**config.mk**
```make
export PLATFORM = sky130hd
export DESIGN_NAME = keycode_queue_ctl
export DESIGN_NICKNAME = d
export VERILOG_FILES = /design/src/rtl/keycode_queue_ctl.sv
export SDC_FILE = /design/constraint.sdc
export NUM_CORES = 1
export LEC_CHECK = 0
export BUFFER_PORTS_ARGS = -buffer_cell sky130_fd_sc_hd__buf_2
export CAP_MARGIN = 5
export CORE_MARGIN = 2
export CORE_UTILIZATION = 36
export CTS_BUF_LIST = sky130_fd_sc_hd__clkbuf_16
export CTS_CLUSTER_DIAMETER = 200
export DETAILED_ROUTE_END_ITERATION = 7
export PLACE_DENSITY = 0.53
export SYNTH_ARGS = -nofsm -noshare
export SYNTH_HDL_FRONTEND = slang
export SYNTH_SLANG_ARGS = --single-unit
```
**constraint.sdc**
```tcl
create_clock -name clk -period 3.4 [get_ports clk]
set_input_delay 0.68 -clock clk [delete_from_list [all_inputs] [get_ports clk]]
set_output_delay 0.68 -clock clk [all_outputs]
set_load 0.01 [all_outputs]
```
**src/rtl/keycode_queue_ctl.sv**
```systemverilog
// keycode_queue_ctl: buffers converter keycode strobes in a small FIFO and
// hands them to the CPU through a req/ack read handshake. Raises irq while
// data is pending and keeps a sticky flag for keystrokes lost to a full queue.
// Optional build macro KQ_REPEAT_FILTER_EN drops AT typematic key-down repeats.
module keycode_queue_ctl #(
  parameter int AW = 3,
  parameter int KW = 16
) (
  input  logic          clk,
  input  logic          reset_n,
  input  logic          kc_strobe,
  input  logic [KW-1:0] kc_code,
  input  logic          rd_req,
  output logic          rd_ack,
  output logic [KW-1:0] rd_data,
  output logic          rd_valid,
  input  logic          clr,
  input  logic          int_en,
  output logic          irq,
  output logic [AW:0]   count,
  output logic          overflow
);

  localparam int DEPTH = 1 << AW;

  typedef enum logic [1:0] {R_IDLE, R_FETCH, R_ACK, R_WAIT} rstate_t;

  rstate_t       state, state_nxt;
  logic [KW-1:0] mem [DEPTH];
  logic [AW-1:0] wr_ptr, rd_ptr;
  logic          empty, full, accept, push, pop;

  // Occupancy flags come from the registered count, so a push landing in the
  // same cycle as a fetch on an empty queue is not seen by that fetch.
  assign empty = (count == '0);
  assign full  = (count == (AW+1)'(DEPTH));

`ifdef KQ_REPEAT_FILTER_EN
  logic [KW-2:0] last_down;
  logic          last_vld;
  logic [KW-2:0] code_key;
  logic          is_up;

  assign is_up    = kc_code[8];
  assign code_key = {kc_code[KW-1:9], kc_code[7:0]};
  // A key-down matching the last enqueued key-down is a typematic repeat.
  assign accept   = kc_strobe & ~(~is_up & last_vld & (code_key == last_down));

  // Track the most recent enqueued key-down; any enqueued key-up ends the run.
  always_ff @(posedge clk) begin
    if (!reset_n || clr) begin
      last_vld <= 1'b0;
    end else if (push) begin
      if (is_up) begin
        last_vld <= 1'b0;
      end else begin
        last_vld  <= 1'b1;
        last_down <= code_key;
      end
    end
  end
`else
  assign accept = kc_strobe;
`endif

  // clr wins over both sides; at full a simultaneous pop frees the slot.
  assign pop  = (state == R_FETCH) & ~empty & ~clr;
  assign push = accept & (~full | pop) & ~clr;

  // Read sequencer state register.
  always_ff @(posedge clk) begin
    if (!reset_n) state <= R_IDLE;
    else          state <= state_nxt;
  end

  // Read sequencer transitions; ack is a decode of the registered state.
  always_comb begin
    state_nxt = state;
    rd_ack    = 1'b0;
    case (state)
      R_IDLE:  if (rd_req) state_nxt = R_FETCH;
      R_FETCH: state_nxt = R_ACK;
      R_ACK: begin
        rd_ack    = 1'b1;
        state_nxt = R_WAIT;
      end
      R_WAIT:  if (!rd_req) state_nxt = R_IDLE;
      default: state_nxt = R_IDLE;
    endcase
  end

  // Keycode storage; contents need no reset since count gates every read.
  always_ff @(posedge clk) begin
    if (push) mem[wr_ptr] <= kc_code;
  end

  // Pointers and occupancy.
  always_ff @(posedge clk) begin
    if (!reset_n || clr) begin
      wr_ptr <= '0;
      rd_ptr <= '0;
      count  <= '0;
    end else begin
      if (push) wr_ptr <= wr_ptr + 1'b1;
      if (pop)  rd_ptr <= rd_ptr + 1'b1;
      count <= count + (AW+1)'(push) - (AW+1)'(pop);
    end
  end

  // Sticky lost-keystroke flag; filtered repeats never reach here.
  always_ff @(posedge clk) begin
    if (!reset_n || clr)               overflow <= 1'b0;
    else if (accept && full && !pop)   overflow <= 1'b1;
  end

  // Read result: data holds its last value when the fetch found nothing.
  always_ff @(posedge clk) begin
    if (!reset_n) begin
      rd_data  <= '0;
      rd_valid <= 1'b0;
    end else if (state == R_FETCH) begin
      rd_valid <= pop;
      if (pop) rd_data <= mem[rd_ptr];
    end
  end

  // Interrupt follows the registered occupancy one cycle later.
  always_ff @(posedge clk) begin
    if (!reset_n) irq <= 1'b0;
    else          irq <= int_en & ~empty;
  end

endmodule

```
-- Word-level counts from Yosys, hierarchy flattened
Memory sizes are Yosys's and may differ from the RTL's. A register that Yosys moved wholly into a read port is not among the register bits.
Index checks and enable logic that the tools add are counted.
Widths: inputs -> output; s select.
- $add $sub $neg: 4
- equal/unequal tests: 6
- muxes and demuxes: 6
- bitwise operators: 9
- reduce and logical (&&, ||, !) cells: 10
- operators by type and width (operator ; number):
    $pmux 2 s4 ; 1
    $add 3x1->3 const B ; 2
    $and 1x1->1 ; 5
    $add 4x1->4 ; 1
    $eq 2x2->1 const B ; 2
    $eq 4x4->1 const B ; 1
    $logic_not 4->1 ; 1
    $mux 2 ; 2
    $ne 2x2->1 const B ; 2
    $reduce_and 2->1 ; 2
    $sub 4x1->4 ; 1
    $logic_not 1->1 ; 3
    $mux 1 ; 3
    $not 1->1 ; 3
    $eq 2x1->1 const B ; 1
    $logic_and 1x1->1 ; 2
    $logic_not 2->1 ; 1
    $logic_or 1x1->1 ; 1
    $or 1x1->1 ; 1
- register bits after elaboration: 15
- RAM bits: 128
- input bits: 22
- output and inout bits: 24
- logic and storage cells: 43
- memories kept: 1
- memory list (memory ; words ; bits a word ; rd ports ; clocked after memory_dff ; write ports ; RTL line ; text):
    mem ; 8 ; 16 ; 1 ; 1 ; 1 ; 29 ; logic [KW-1:0] mem [DEPTH];

-- Depth between registers and ports, before layout
Gate-level depths: netlist of run 1.
- word-level depth: 9
- mapped depth: 13
- depth with buffers taken out: 12

-- Least setup slack after synthesis of run 1
OpenSTA, ideal clock, no wires.
- kind: register -> register
- start point: reg count[2]
- end point: mem mem[0][0], enable pin
- setup time: 0.430 ns
- arrival time: 2.718 ns
- required time: 2.970 ns
- slack: 0.252 ns
- cell stages (with the launch flop): 7
- buffers on the path: 0
- clock period less this slack: 3.148 ns
- path through: dfxtp_1 > inv_1 > ha_1 > nand2b_1 > a21oi_2 > inv_1 > nor4_1
- word-level cells in the longest chain between the ends: 9
- elaborated cells on any way between the ends: 11
- those cells by class: eq/ne (1); mux (2); bitwise (7); reduce/logical (1)
- RTL lines (element ; RTL line ; text):
    start: declaration ; 20 ; output logic [AW:0] count,
    start signal: assignment ; 106 ; count <= count + (AW+1)'(push) - (AW+1)'(pop);
    $logic_not 4->1 ; 35 ; assign empty = (count == '0);
    $not 1->1 ; 67 ; assign pop = (state == R_FETCH) & ~empty & ~clr;
    $and 1x1->1 (2 in series) ; 67 ;
    $or 1x1->1 (*) ; 68 ; assign push = accept & (~full | pop) & ~clr;
    $and 1x1->1 (*) (2 in series) ; 68 ;
    $mux 1 (*) ; 94 ; if (push) mem[wr_ptr] <= kc_code;
    $mux 1 (not written as such) (*) ; 94 ;
    end: declaration ; 29 ;
Every way passes the cells marked *; elsewhere a longest branch is shown, timed or not.

-- Worst setup path in the final report of run 1
- start point: reg count[2]
- end point: reg count[2]
- word-level cells in the longest chain between the ends: 9
- elaborated cells on any way between the ends: 11
- those cells by class: add/sub (2); eq/ne (1); bitwise (7); reduce/logical (1)
- RTL lines (element ; RTL line):
    $logic_not 4->1 ; 35
    $not 1->1 ; 67
    $and 1x1->1 (2 in series) ; 67
    $or 1x1->1 ; 68
    $and 1x1->1 (2 in series) ; 68
    $add 4x1->4 ; 106
    $sub 4x1->4 (*) ; 106
Marked as above.
A chain may end at the register's enable or synchronous reset.

==> metrics, run 1 <==
vias in the first global route=3,456; nets=471; num rows=48; CP cell instances=inv_1, ha_1, nor3b_1, a21oi_2, inv_1, ha_1, inv_1, ha_1, inv_1, fa_1, xor2_1, nor2_1; static leakage=0.00251 uW; Cell Area, Synth=6240 um^2; die area=18,400 um^2; fraction of layout cells with a size suffix above 1=23.7%; Yosys reg bits=159; hold path cells=2; Worst setup EP type=register; crit path kind=register to register; outcome=complete, no violations; Clk pwr share=41.6%; post-CTS sizing=0; RSZ-0062 raised after global routing=false; clock sink total=159; vias=3,320; switching pwr=893 uW; Starting Density=36.4%; FFs w/ async S/R, synth=0%; setup_tns=0 ps; DR pass1 iterations=6; grt ovf=0; Worst Tran Pin Value=908 ps; P_int=3220 uW; Pwr Density=564 nW/um^2; total track usage=14.4%; final core occ=42.6%; worst endpoint required time=3690 ps; H-tree Lvls=4; violation count after the first detailed-routing iteration=241; Data arrival, critical path=2790 ps; share of power burned in combinational logic=5.9%; Finish-stage setup viols=0; Max Fclk=400 MHz; CTS max path bufs=2; period utilization=73.5%; Critical-path top delay cell=nor3b_1; global-route wire length before repair=19.2 mm; combined area of the multi-input logic cells=1610 um^2; Sequential Power Share=52.5%; Max FO, Critical Path=5; Core Region=17,100 um^2; Post-DRT Antenna Nets=0; Synth cell types=42; Worst Path Buf+Inv=4; Critical Path Source Type=register; register area share after synthesis=71.6%; Worst slew margin=39.5%; delay-heaviest family, CP=adder cells; die width=136 um; ys flop type=edfxtp_1; GP Congestion=0.724; Levels on crit path=12; max-slew violations=0; I/O Pins=46; antenna violations before repair=0; per-cell routed wire length=18.2 um; Fill cells=1,560; Switching Fraction=21.7%; CTS hold repair buffers=0; reg2reg path depth=12; Reg area=4470 um^2; Gate Count Post-Synth=376; commonest cells after routing, fill and taps aside=edfxtp_1 (128), buf_2 (45), a21oi_1 (35); largest net degree at the start of global routing=33; layout overhead on the synthesized area=16.9%; Worst Skew=8.83 ps; Die Y=136 um; Max-cap violations=0; final hold viol count=0; max incr delay on CP=390 ps; CTS buffer count=17; Total Routed Length=12.3 mm; Hold Path Class=register to register; clk_lat worst skew=420 ps; synth warn=0; commonest non-fill, non-tap cell in the layout=edfxtp_1; min Tclk post-route=2500 ps; CTS tree=done; Root Driver=clkbuf_16; Post-synth EDFFs=128; Synth Net Count=412; Syn Area/Cell=16.6 um^2; Reg clk slew, reported paths=60 ps; HPWL after detailed placement=7.29 mm; DR vias/cell=4.93; Setup Buffers After CTS=0; IR drop worst, VDD=0.000349 V; cell mode on critical path=inv_1; Buffers on Ports=45; DRC=0
cell families after synthesis:
group,Yosys count,synth area share (%)
adders and majority gates,14,2.93
xor gates and xnor gates,6,0.843
DFF,159,71.6
muxes,50,11.7
AOI/OAI and AO/OA,73,6.46
and+or+nand+nor,40,3.51
buffers and inverters,34,3.01
path summary, 6_finish.rpt:
path	startpoint	to	slack (ps)
max reg2reg	count[2]	count[2]	900
max	count[2]	count[2]	900
min	rd_valid	rd_valid	460
min reg2reg	rd_valid	rd_valid	460
cell usage after synthesis (3+ instances only):
cell type,number,area [um^2]
o21ai_0,13,65.1
inv_1,11,41.3
o21ai_1,3,15.0
buf_2,8,40.0
edfxtp_1,128,3840
mux4_1,7,184
xnor2_1,4,35.0
nor2_1,13,48.8
ha_1,13,163
nand2_1,6,22.5
mux2i_1,34,340
mux4_2,9,203
o22ai_1,16,100
buf_4,4,30.0
clkbuf_1,4,15.0
a21oi_1,35,175
nand2b_1,4,25.0
nor3b_1,4,30.0
dfxtp_1,31,621
final cells by class:
type,instances,share of cell area [%]
Timing Repair Buffer,61,4.74
Clock buffer,17,5.84
Tap cell,225,3.86
Clock inverter,15,1.48
Sequential cell,159,61.3
Inverter,13,0.687
Antenna cell,1,0.0343
Multi-Input combinational cell,183,22.1
layer usage:
metal / GRT usage [%] / wire (um) / up-vias
met1: 18.7 / 5710 / 1675
met2: 23.3 / 5900 / 60
met5: 0 / 0 / -
met3: 4.15 / 498 / 13
met4: 5.03 / 160 / 0
li1: - / - / 1572
power groups by stage:
stage / clock network (uW) / logic (uW) / registers, uW
2_1_floorplan: 0 / 157 / 2200
6_report: 1710 / 244 / 2160
5_1_grt: 1840 / 285 / 2160
4_1_cts: 1750 / 249 / 2160
3_5_place_dp: 0 / 248 / 2200
3_3_place_gp: 0 / 239 / 2200
worst register-to-register path: stages, from the launching register on:
cell and delay (ps):
dfxtp_1 300, inv_1 100, ha_1 150, nor3b_1 390, a21oi_2 180, inv_1 160, ha_1 240, inv_1 50
ha_1 150, inv_1 50, fa_1 370, xor2_1 160, nor2_1 50
flip-flops by register name (all words and copies together) (netlist names), 2 cells and up:
register,flops
mem,128
rd_data,16
count,4
rd_ptr,3
wr_ptr,3
state,2
per-stage QoR:
stage / power, uW / setup slack (ps) / area [um^2] / hold slack (ps) / instances
2_1_floorplan: 2360 / 252 / 6240 / 488 / 376
3_3_place_gp: 2440 / 824 / 6750 / 462 / 641
3_5_place_dp: 2450 / 759 / 6750 / 461 / 641
4_1_cts: 4160 / 886 / 7290 / 469 / 673
5_1_grt: 4290 / 661 / 7290 / 492 / 673
6_report: 4110 / 902 / 7290 / 464 / 674
No activity file was read; power rests on OpenSTA's default activity.
==> run 2, diff against run 1 <==
clock period = 2.3 ns   (was 3.4 ns; I/O delays follow)
==> run 2 against run 1 <==
Against the previous run: clock power grew 57%; global-route usage grew 0.47 points; sequential power grew 48%; count of clock-buffer cells in the layout is the same; via count grew 1.4%; routed wire length grew 3.6%; register-to-register slack lost 830 ps; flip-flop and latch count is the same; critical path type unchanged; largest cell class unchanged; largest power group unchanged.
==> metrics, run 2 (synthesized netlist as in run 1, its figures left out) <==
Hold Path Class=input pin to register (was register to register); combined area of the multi-input logic cells=1710 um^2 (was 1610 um^2); fraction of layout cells with a size suffix above 1=29.3% (was 23.7%); period utilization=97.0% (was 73.5%); die area=18,400 um^2 (unchanged); GP Congestion=0.719 (was 0.724); crit path kind=register to register (unchanged); total track usage=14.9% (was 14.4%); worst endpoint required time=2580 ps (was 3690 ps); Die Y=136 um (unchanged); Biggest register=mem (unchanged); top flop regs=mem (128), rd_data (16), count (4) (unchanged); outcome=complete, no violations (unchanged); grt ovf=0 (unchanged); DRC=0 (unchanged); num rows=48 (unchanged); Tot Pwr=6330 uW (was 4110 uW); Max-cap violations=0 (unchanged); Reg clk slew, reported paths=60 ps (about the same); Data arrival, critical path=2510 ps (was 2790 ps); dpl cells=657 (was 641); Core Region=17,100 um^2 (unchanged); DR vias/cell=4.89 (was 4.93); Worst Skew=10.9 ps (was 8.83 ps); CTS tree=done (unchanged); Finish-stage setup viols=0 (unchanged); CTS max path bufs=2 (unchanged); DR pass1 iterations=6 (unchanged); max-slew violations=0 (unchanged); DP Area=6950 um^2 (was 6750 um^2); static leakage=0.00262 uW (was 0.00251 uW); largest net degree at the start of global routing=37 (was 33); Worst setup EP type=register (unchanged); Largest register FFs=128 (unchanged); HPWL after detailed placement=7.77 mm (was 7.29 mm); final hold viol count=0 (unchanged); RSZ-0062 raised after global routing=false (unchanged); Max FO, Critical Path=3 (was 5); clock sink total=159 (unchanged); H-tree Lvls=4 (unchanged); vias=3,366 (was 3,320); Buffers on Ports=45 (unchanged); Starting Density=36.4% (unchanged); Reg area=4470 um^2 (about the same); commonest non-fill, non-tap cell in the layout=edfxtp_1 (unchanged); CTS buffer count=17 (unchanged); diode count=0 (was 1); Final Hold Slack=297 ps (was 464 ps); Worst Path Buf+Inv=4 (unchanged); max incr delay on CP=510 ps (was 390 ps); Worst Tran Pin Value=562 ps (was 908 ps); commonest cells after routing, fill and taps aside=edfxtp_1 (128), buf_2 (45), mux2i_1 (34), a21oi_1 (34), buf_4 (31) (was edfxtp_1 (128), buf_2 (45), a21oi_1 (35)); Total Routed Length=12.7 mm (was 12.3 mm); Pwr Density=834 nW/um^2 (was 564 nW/um^2); global-route wire length before repair=19.7 mm (was 19.2 mm); Critical Path Source Type=register (unchanged); Root Driver=clkbuf_16 (unchanged); Post-DRT Antenna Nets=0 (unchanged); design area=7590 um^2 (was 7290 um^2); CP cell instances=inv_2, ha_4, nor3b_4, or3_4, clkinv_4, ha_4, inv_2, ha_4, inv_2, fa_2, nor2_1 (was inv_1, ha_1, nor3b_1, a21oi_2, inv_1, ha_1, inv_1, ha_1, inv_1, fa_1, xor2_1, nor2_1); Worst slew margin=62.5% (was 39.5%); Max Fclk=448 MHz (was 400 MHz); I/O Pins=46 (unchanged); min Tclk post-route=2230 ps (was 2500 ps); nets=489 (was 471); CTS hold repair buffers=0 (unchanged); layout overhead on the synthesized area=21.7% (was 16.9%); IR drop worst, VDD=0.000542 V (was 0.000349 V); Fill cells=1,525 (was 1,560); die width=136 um (unchanged); vias in the first global route=3,428 (was 3,456); antenna violations before repair=0 (unchanged); Final Non-Filler Cells=689 (was 674); violation count after the first detailed-routing iteration=153 (was 241); per-cell routed wire length=18.4 um (was 18.2 um); Critical-path top delay cell=fa_2 (was nor3b_1); setup_tns=0 ps (unchanged); clk_lat worst skew=410 ps (was 420 ps); delay-heaviest family, CP=adder cells (unchanged)
## run 2: cell count changes in the layout (fill, tap and decap cells not counted), moves of 4 or more
cell and delta:
buf_4 +15, ha_1 -4, ha_4 +4, inv_1 -6, inv_2 +4
## run 2: metrics by stage
step	util [%]	worst slack (ps)
after floorplan	-	-113
after global placement	40.6	1.42
after detailed placement	40.6	-34.3
after CTS	44.2	5.23
after global routing	44.3	4.98
final	44.3	69.0
## run 2: final timing paths
check	cells past startpoint	startpoint	slack (ps)	to
setup reg to reg	11	count[2]	70	count[1]
setup / recovery	11	count[2]	70	count[1]
hold reg to reg	2	overflow	480	overflow
hold / removal	2	int_en	300	irq
## run 2: layer usage
layer  global-route usage (%)  part of all wire [%]  wire length [um]
met1                     19.6                    47              6000
met2                     24.2                    48              6060
met3                     3.48                   3.7               476
met4                     5.56                   1.3               169
met5                        0                     0                 0
## run 2: area by class of cell
| class | count | share of cell area, % |
|---|---|---|
| Clock buffer | 17 | 5.60 |
| Clock inverter | 13 | 1.76 |
| Inverter | 13 | 0.709 |
| Multi-Input combinational cell | 183 | 22.5 |
| Sequential cell | 159 | 58.9 |
| Tap cell | 225 | 3.71 |
| Timing Repair Buffer | 79 | 6.82 |
## run 2: power by group
group          switching [uW]  leakage, uW  internal, uW
clock network            1030     0.000282          1660
logic                     244     0.000930           202
registers                33.9      0.00141          3160
total                    1300      0.00262          5020
## run 2: what timing repair did
item                       4_1_cts  5_1_grt
resized for setup                8        4
setup endpoints to repair        2        3
setup buffers                    2        0
pin swaps                        4        4
## run 2: worst register-to-register path, cell delays in order (launching register included)
cell and delay, ps:
dfxtp_2 330, inv_2 60, ha_4 160, nor3b_4 150, or3_4 400, clkinv_4 60
ha_4 180, inv_2 60, ha_4 120, inv_2 30, fa_2 510, nor2_1 40
